File: config.mk
export PLATFORM = sky130hd
export DESIGN_NAME = gate_stim_sequencer
export DESIGN_NICKNAME = d
export VERILOG_FILES = /design/src/rtl/gate_stim_sequencer.sv
export SDC_FILE = /design/constraint.sdc
export NUM_CORES = 1
export LEC_CHECK = 0
export CAP_MARGIN = 10
export CELL_PAD_IN_SITES_DETAIL_PLACEMENT = 2
export CELL_PAD_IN_SITES_GLOBAL_PLACEMENT = 2
export CORE_ASPECT_RATIO = 1.25
export CORE_MARGIN = 3
export CORE_UTILIZATION = 29
export CTS_CLUSTER_SIZE = 12
export DETAILED_ROUTE_END_ITERATION = 12
export PLACE_DENSITY_LB_ADDON = 0.1
export REMOVE_ABC_BUFFERS = 1
export SYNTH_ARGS = -nofsm -noshare
export SYNTH_HDL_FRONTEND = slang
export SYNTH_SLANG_ARGS = --single-unit
File: constraint.sdc
create_clock -name clk -period 3.6 [get_ports clk]
set_input_delay 0.72 -clock clk [delete_from_list [all_inputs] [get_ports clk]]
set_output_delay 0.72 -clock clk [all_outputs]
set_load 0.05 [all_outputs]
File: src/rtl/gate_stim_sequencer.sv
// gate_stim_sequencer: timed 4-bit stimulus sequencer for the gate block, driving {a,b,c,d} with busy/done status.
// Optional MISR signature over resp when GATE_STIM_MISR_EN is defined.
module gate_stim_sequencer #(
  parameter int         NUM_VEC   = 16,
  parameter int         HOLD_W    = 8,
  parameter logic [3:0] LFSR_SEED = 4'b1001
) (
  input  logic              clk,
  input  logic              reset,
  input  logic              start,
  input  logic              abort,
  input  logic [1:0]        mode,
  input  logic [3:0]        pattern_in,
  input  logic [HOLD_W-1:0] hold_cycles,
  output logic              a,
  output logic              b,
  output logic              c,
  output logic              d,
  output logic              valid,
  output logic              busy,
  output logic              done,
  output logic [7:0]        vec_idx,
  input  logic [9:0]        resp,
  output logic [9:0]        signature
);
  typedef enum logic [1:0] {IDLE, RUN, DONE} state_t;
  localparam logic [7:0] LAST = 8'(NUM_VEC - 1);
  state_t            state;
  logic [1:0]        mode_r;
  logic [HOLD_W-1:0] hold_r, hold_cnt, hold_eff;
  logic [3:0]        vec, nxt, first;
  logic              accept;
  always_comb begin
    nxt      = mode_r == 2'd0 ? vec + 4'd1 :
               mode_r == 2'd1 ? {vec[2:0], vec[3]} :
               mode_r == 2'd2 ? {vec[2:0], vec[3] ^ vec[2]} : vec;
    first    = (mode == 2'd2 && pattern_in == 4'd0) ? LFSR_SEED : pattern_in;
    hold_eff = hold_r == '0 ? HOLD_W'(1) : hold_r;
    accept   = start && state != RUN;
  end
  always_ff @(posedge clk) begin
    if (reset) begin
      state    <= IDLE;
      vec      <= '0;
      vec_idx  <= '0;
      hold_cnt <= '0;
      hold_r   <= '0;
      mode_r   <= '0;
    end else if (abort) begin
      state   <= IDLE;
      vec     <= '0;
      vec_idx <= '0;
    end else if (accept) begin
      state    <= RUN;
      mode_r   <= mode;
      hold_r   <= hold_cycles;
      vec      <= first;
      vec_idx  <= '0;
      hold_cnt <= HOLD_W'(1);
    end else if (state == RUN) begin
      if (hold_cnt == hold_eff) begin
        if (vec_idx == LAST) begin
          state   <= DONE;
          vec     <= '0;
          vec_idx <= '0;
        end else begin
          vec      <= nxt;
          vec_idx  <= vec_idx + 8'd1;
          hold_cnt <= HOLD_W'(1);
        end
      end else begin
        hold_cnt <= hold_cnt + HOLD_W'(1);
      end
    end else if (state == DONE) begin
      state <= IDLE;
    end
  end
  assign {a, b, c, d} = vec;
  assign valid = state == RUN;
  assign busy  = state == RUN;
  assign done  = state == DONE;
`ifdef GATE_STIM_MISR_EN
  // abort freezes the signature; the final vector's cycle is still compacted
  always_ff @(posedge clk) begin
    if (reset) signature <= '0;
    else if (!abort) begin
      if (accept) signature <= '0;
      else if (valid) signature <= {signature[8:0], signature[9] ^ signature[6]} ^ resp;
    end
  end
`else
  logic unused_resp;
  assign unused_resp = ^resp;
  assign signature   = '0;
`endif
endmodule
* After elaboration in Yosys (flattened, before gate mapping)
Index checks and enable logic that the tools add are counted.
** Word-level totals
- Register bits :: 32
- Input bits :: 28
- Logic and storage cells :: 62
** Operators by class
- $add $sub $neg :: 3
- Eq/ne operators :: 13
- Mux-type cells :: 19
- Bitwise operators :: 2
- Reduce and logical (&&, ||, !) cells :: 18
** Operator list (number)
- $mux 8 :: 6
- $mux 4 :: 8
- $add 8x1->8 const B :: 2
- $reduce_and 3->1 :: 4
- $eq 8x4->1 const B :: 1
- $eq 8x8->1 :: 1
- $logic_not 8->1 :: 1
- $mux 2 :: 4
- $eq 2x2->1 const B :: 3
- $ne 2x1->1 const B :: 3
- $ne 3x1->1 const B :: 2
- $reduce_bool 2->1 :: 3
- $reduce_bool 5->1 :: 1
- $add 4x1->4 const B :: 1
- $eq 2x1->1 const B :: 2
- $logic_not 4->1 :: 1
- $reduce_and 2->1 :: 2
- $ne 3x3->1 const B :: 1
- $reduce_bool 3->1 :: 1
- $reduce_or 3->1 :: 1
- $logic_and 1x1->1 :: 2
- $logic_not 2->1 :: 1
- $reduce_or 2->1 :: 1
- $mux 1 :: 1
- 2 further kinds :: 2

* Depth between registers and ports, before layout
- Word-level depth :: 8
- Gate-level depth with buffers :: 9
- Depth with buffers taken out :: 8

* Worst setup path before layout
No wires, ideal clock.
- Path kind :: register to register
- Start :: register state[1]
- End :: register vec_idx[6]
- Arrival time :: 2223 ps
- Data required time :: 3535 ps
- Setup slack :: 1312 ps
- Stages on the path, launching flop included :: 10
- Path buffers :: 2
- Cell sequence :: dfxtp_1 -> inv_1 -> ha_1 -> buf_2 -> nor4b_1 -> nor4bb_1 -> clkbuf_1 -> nand4_1 -> xor2_1 -> nor2_1
** On the way
- Elaborated cells on any way between the ends :: 5
** RTL lines
- start: declaration :: line 28 : state_t state;
- start signal: assignment :: line 43 : state <= IDLE;
- start signal: assignment :: line 50 : state <= IDLE;
- start signal: assignment :: line 54 : state <= RUN;
- $eq 2x1->1
- named net busy :: line 20 : output logic busy,
- $reduce_and 2->1 (no source line)
- end signal: assignment :: line 68 : vec_idx <= vec_idx + 8'd1;
- end: declaration :: line 22 : output logic [7:0] vec_idx,
The timed path passes the listed nets, and every way through them passes these cells.
A chain may end at the register's enable or synchronous reset.

* Final worst setup path
- Start :: register state[1]
- End :: output port valid
** On the way
- Cells in the longest elaborated chain, start to end :: 1
** RTL lines
- $eq 2x1->1 :: line 79 : assign valid = state == RUN;
- end: declaration :: line 19 : output logic valid,
No other way between the ends.

==> qor.yml <==
outcome:
  outcome: "finished, final reports clean"
cells_and_area:
  layout.cells.most_common_list: "46 x nand2_1, 32 x dfxtp_1, 32 x clkdlybuf4s50_1, 19 x nor2_1, 15 x a21oi_1"
  finish.instance_area_um2: 2420
  fin_util_pct: 38.3
  final_instance_count_excl_fillers: 360
  flow.area_growth_from_synthesis_pct: 25.5
  diodes: 0
  nNetsFinal: 310
  layout-drive-gt1-share_pct: 6.18
  layout_commonest_cell: "nand2_1"
routing:
  firstDrtPassIters: 3
  num_vias: 1776
  detail_route.iter0.violations: 21
  top_signal_layer_used: "met4"
  drt.antenna.violating_nets: 0
  avgRoutedWirePerCell_um: 14.7
  post_drt_via_cell_ratio: 4.93
  wl_met1_um: 2280
  wl_met2_um: 2810
  route.detailed.drc: 0
  met3RoutedLength_um: 147
  finalWirelength_um: 5300
logic_synthesis:
  post_synth_instance_area_um2: 1930
  synth-seq-cells: 32
  synth_top_area_cell: "dfxtp_1"
  synth_area_leaders: "dfxtp_1 33%, nand2_1 8.9%, xor2_1 5.9%, ha_1 5.2%, buf_4 4.3%"
  yosysWarningCount: 0
  syn-mean-instance-area_um2: 7.94
  synth_top_cell_area_share_pct: 33.2
  synth_cells: 243
  synth-edff-count: 0
  ys_types: 48
  main_flop_type_after_synthesis: "dfxtp_1"
  postSynth.asyncResetShare_pct: 0
  synth-seq-area-share_pct: 33.2
clocking:
  cts_inserted_buffers: 5
  htreeDepth: 2
  clkSlewWorstSetupHoldPaths_ns: 0.07
  clockBufferDepth: 2
  cts_sinks: 32
  clock_tree.root_cell: "clkbuf_8"
  tritoncts_clock_tree: "built"
  cts_hold_buf: 0
  cts_setup_buffers: 0
  cts-resized-gates: 0
  worst_skew_pair.late_latency_ns: 0.29
sta:
  maxClockFrequency_ghz: 0.361
  grt_setup_unrepaired: "false"
  finalSetupViolations: 0
  max_slew_margin_pct: 53.3
  post-route-min-period_ns: 2.77
  final_layout_setup_total_negative_slack_ns: 0
  worst-slew-pin-transition_ns: 0.698
  final.period_utilization_pct: 77.0
  final_hold_viol_count: 0
  clock-skew-final_ns: 0.00953
  report.final.slew_viol_count: 0
placement:
  place_area_um2: 2290
  hpwl_um: 4110
  buffer_ports.inserted: 32
  dp_cells: 352
  gp_routability_congestion: 0.696
global_route:
  antenna_found_initial: 0
  grt_max_degree: 22
  track_usage_pct: 14.3
  grt_first_pass_wirelength_um: 8830
  grt.overflow.total: 0
  via_count_of_the_first_global_routing_pass: 1799
worst_setup_path:
  timing.critical_path.cells: "inv_1 > ha_1 > clkdlybuf4s50_1"
  required_time_at_the_endpoint_of_the_critical_path_ns: 2.88
  critical_path.endpoint_type: "primary output"
  worst_ep_arrival_time_ns: 2.05
  reg2reg_setup_slack_ns: 1.20
  path_buf_inv: 2
  reg2reg_depth: 6
  r2r-end: "vec[3]"
  crit_family: "buffers and inverters"
  critPathMaxStageDelay_ns: 0.90
  setup.worst_path.start_class: "flop"
  path_class: "reg -> out"
  cp_slowest_cell: "clkdlybuf4s50_1"
  rr_startpoint: "hold_r[3]"
  critPathMaxFanout: 13
power:
  powerDensity_nw_per_um2: 385
  p_leak_nw: 0.946
  total_power_uw: 932
  ir_drop_v: 0.000146
hold_path:
  min_path_cells: 2
  worst_hold_path.endpoint: "mode_r[1]"
  min_path_type: "reg -> reg"
  timing.hold.worst.start: "mode_r[1]"
die:
  fp.dieH_um: 97.2
  floorplan.die.width_um: 79.0
  fp-row-count: 32
  floorplan.initialDensity_pct: 30.5
  num_io_pins: 53
  die_area_um2: 7670
  floorplan.core_area_um2: 6330
run:
  cap_viol_max_count: 0
==> registers in the layout (all words and copies together), names as in the netlist <==
name	cells
hold_cnt	8
hold_r	8
vec_idx	8
vec	4
mode_r	2
state	2
==> stage by stage <==
stage,hold WS [ns],setup slack [ns]
2_1_floorplan,0.430,0.678
3_3_place_gp,0.449,1.02
3_5_place_dp,0.468,1.05
4_1_cts,0.482,0.789
5_1_grt,0.499,0.719
6_report,0.473,0.827
==> tightest hold or removal path, cell delays in order, from the launching register on <==
cell and delay [ns]:
dfxtp_1 0.32, nand2_1 0.05, a21oi_1 0.06
==> cell usage after synthesis (4+ instances only) <==
master / instances
nand2_1: 46
dfxtp_1: 32
nor2_1: 19
a21oi_1: 15
xor2_1: 13
o21ai_0: 12
buf_4: 11
clkbuf_1: 8
ha_1: 8
nand3_1: 8
nand2b_1: 7
inv_1: 6
mux2i_1: 6
and3_1: 4
==> where the power goes <==
group	leakage [nW]	internal [mW]	switching, mW	total, mW
registers	0.259	0.363	0.0113	0.374
logic	0.622	0.0639	0.110	0.174
clock network	0.0645	0.244	0.140	0.384
total	0.946	0.671	0.261	0.932
==> worst max-delay path by stage <==
stage,slack (ns),cells past startpoint,startpoint,endpoint
2_1_floorplan,0.68,7,state[1],vec_idx[6]
3_3_place_gp,1.02,5,abort,hold_cnt[4]
3_5_place_dp,1.05,5,start,vec[3]
4_1_cts,0.79,3,state[1],valid
5_1_grt,0.72,3,state[1],valid
6_report,0.83,3,state[1],valid
==> kinds of logic after synthesis <==
kind of cell / count (synthesis) / share of synthesized area (%)
buf+inv: 26 / 7.26
other cells: 1 / 0.194
compound gates: 48 / 16.1
xor+xnor: 16 / 7.26
flops: 32 / 33.2
simple gates: 106 / 27.7
fa+ha+maj: 8 / 5.19
mux: 6 / 3.11
==> per-layer routing <==
| metal | vias up | GRT usage [%] |
|---|---|---|
| met4 | 0 | 3.97 |
| met3 | 6 | 3.06 |
| met2 | 23 | 25.8 |
| met5 | - | 0 |
| li1 | 880 | - |
| met1 | 867 | 16.8 |
==> layout make-up <==
cell class              count  area [um^2]
well taps                  85          106
clock inverters             1         30.0
clock buffers               7         96.3
repair buffers             35          343
fillers                   783         3910
inverters                   6         22.5
flip-flops and latches     32          641
multi-input cells         194         1180
(Power assumes the default switching activity.)
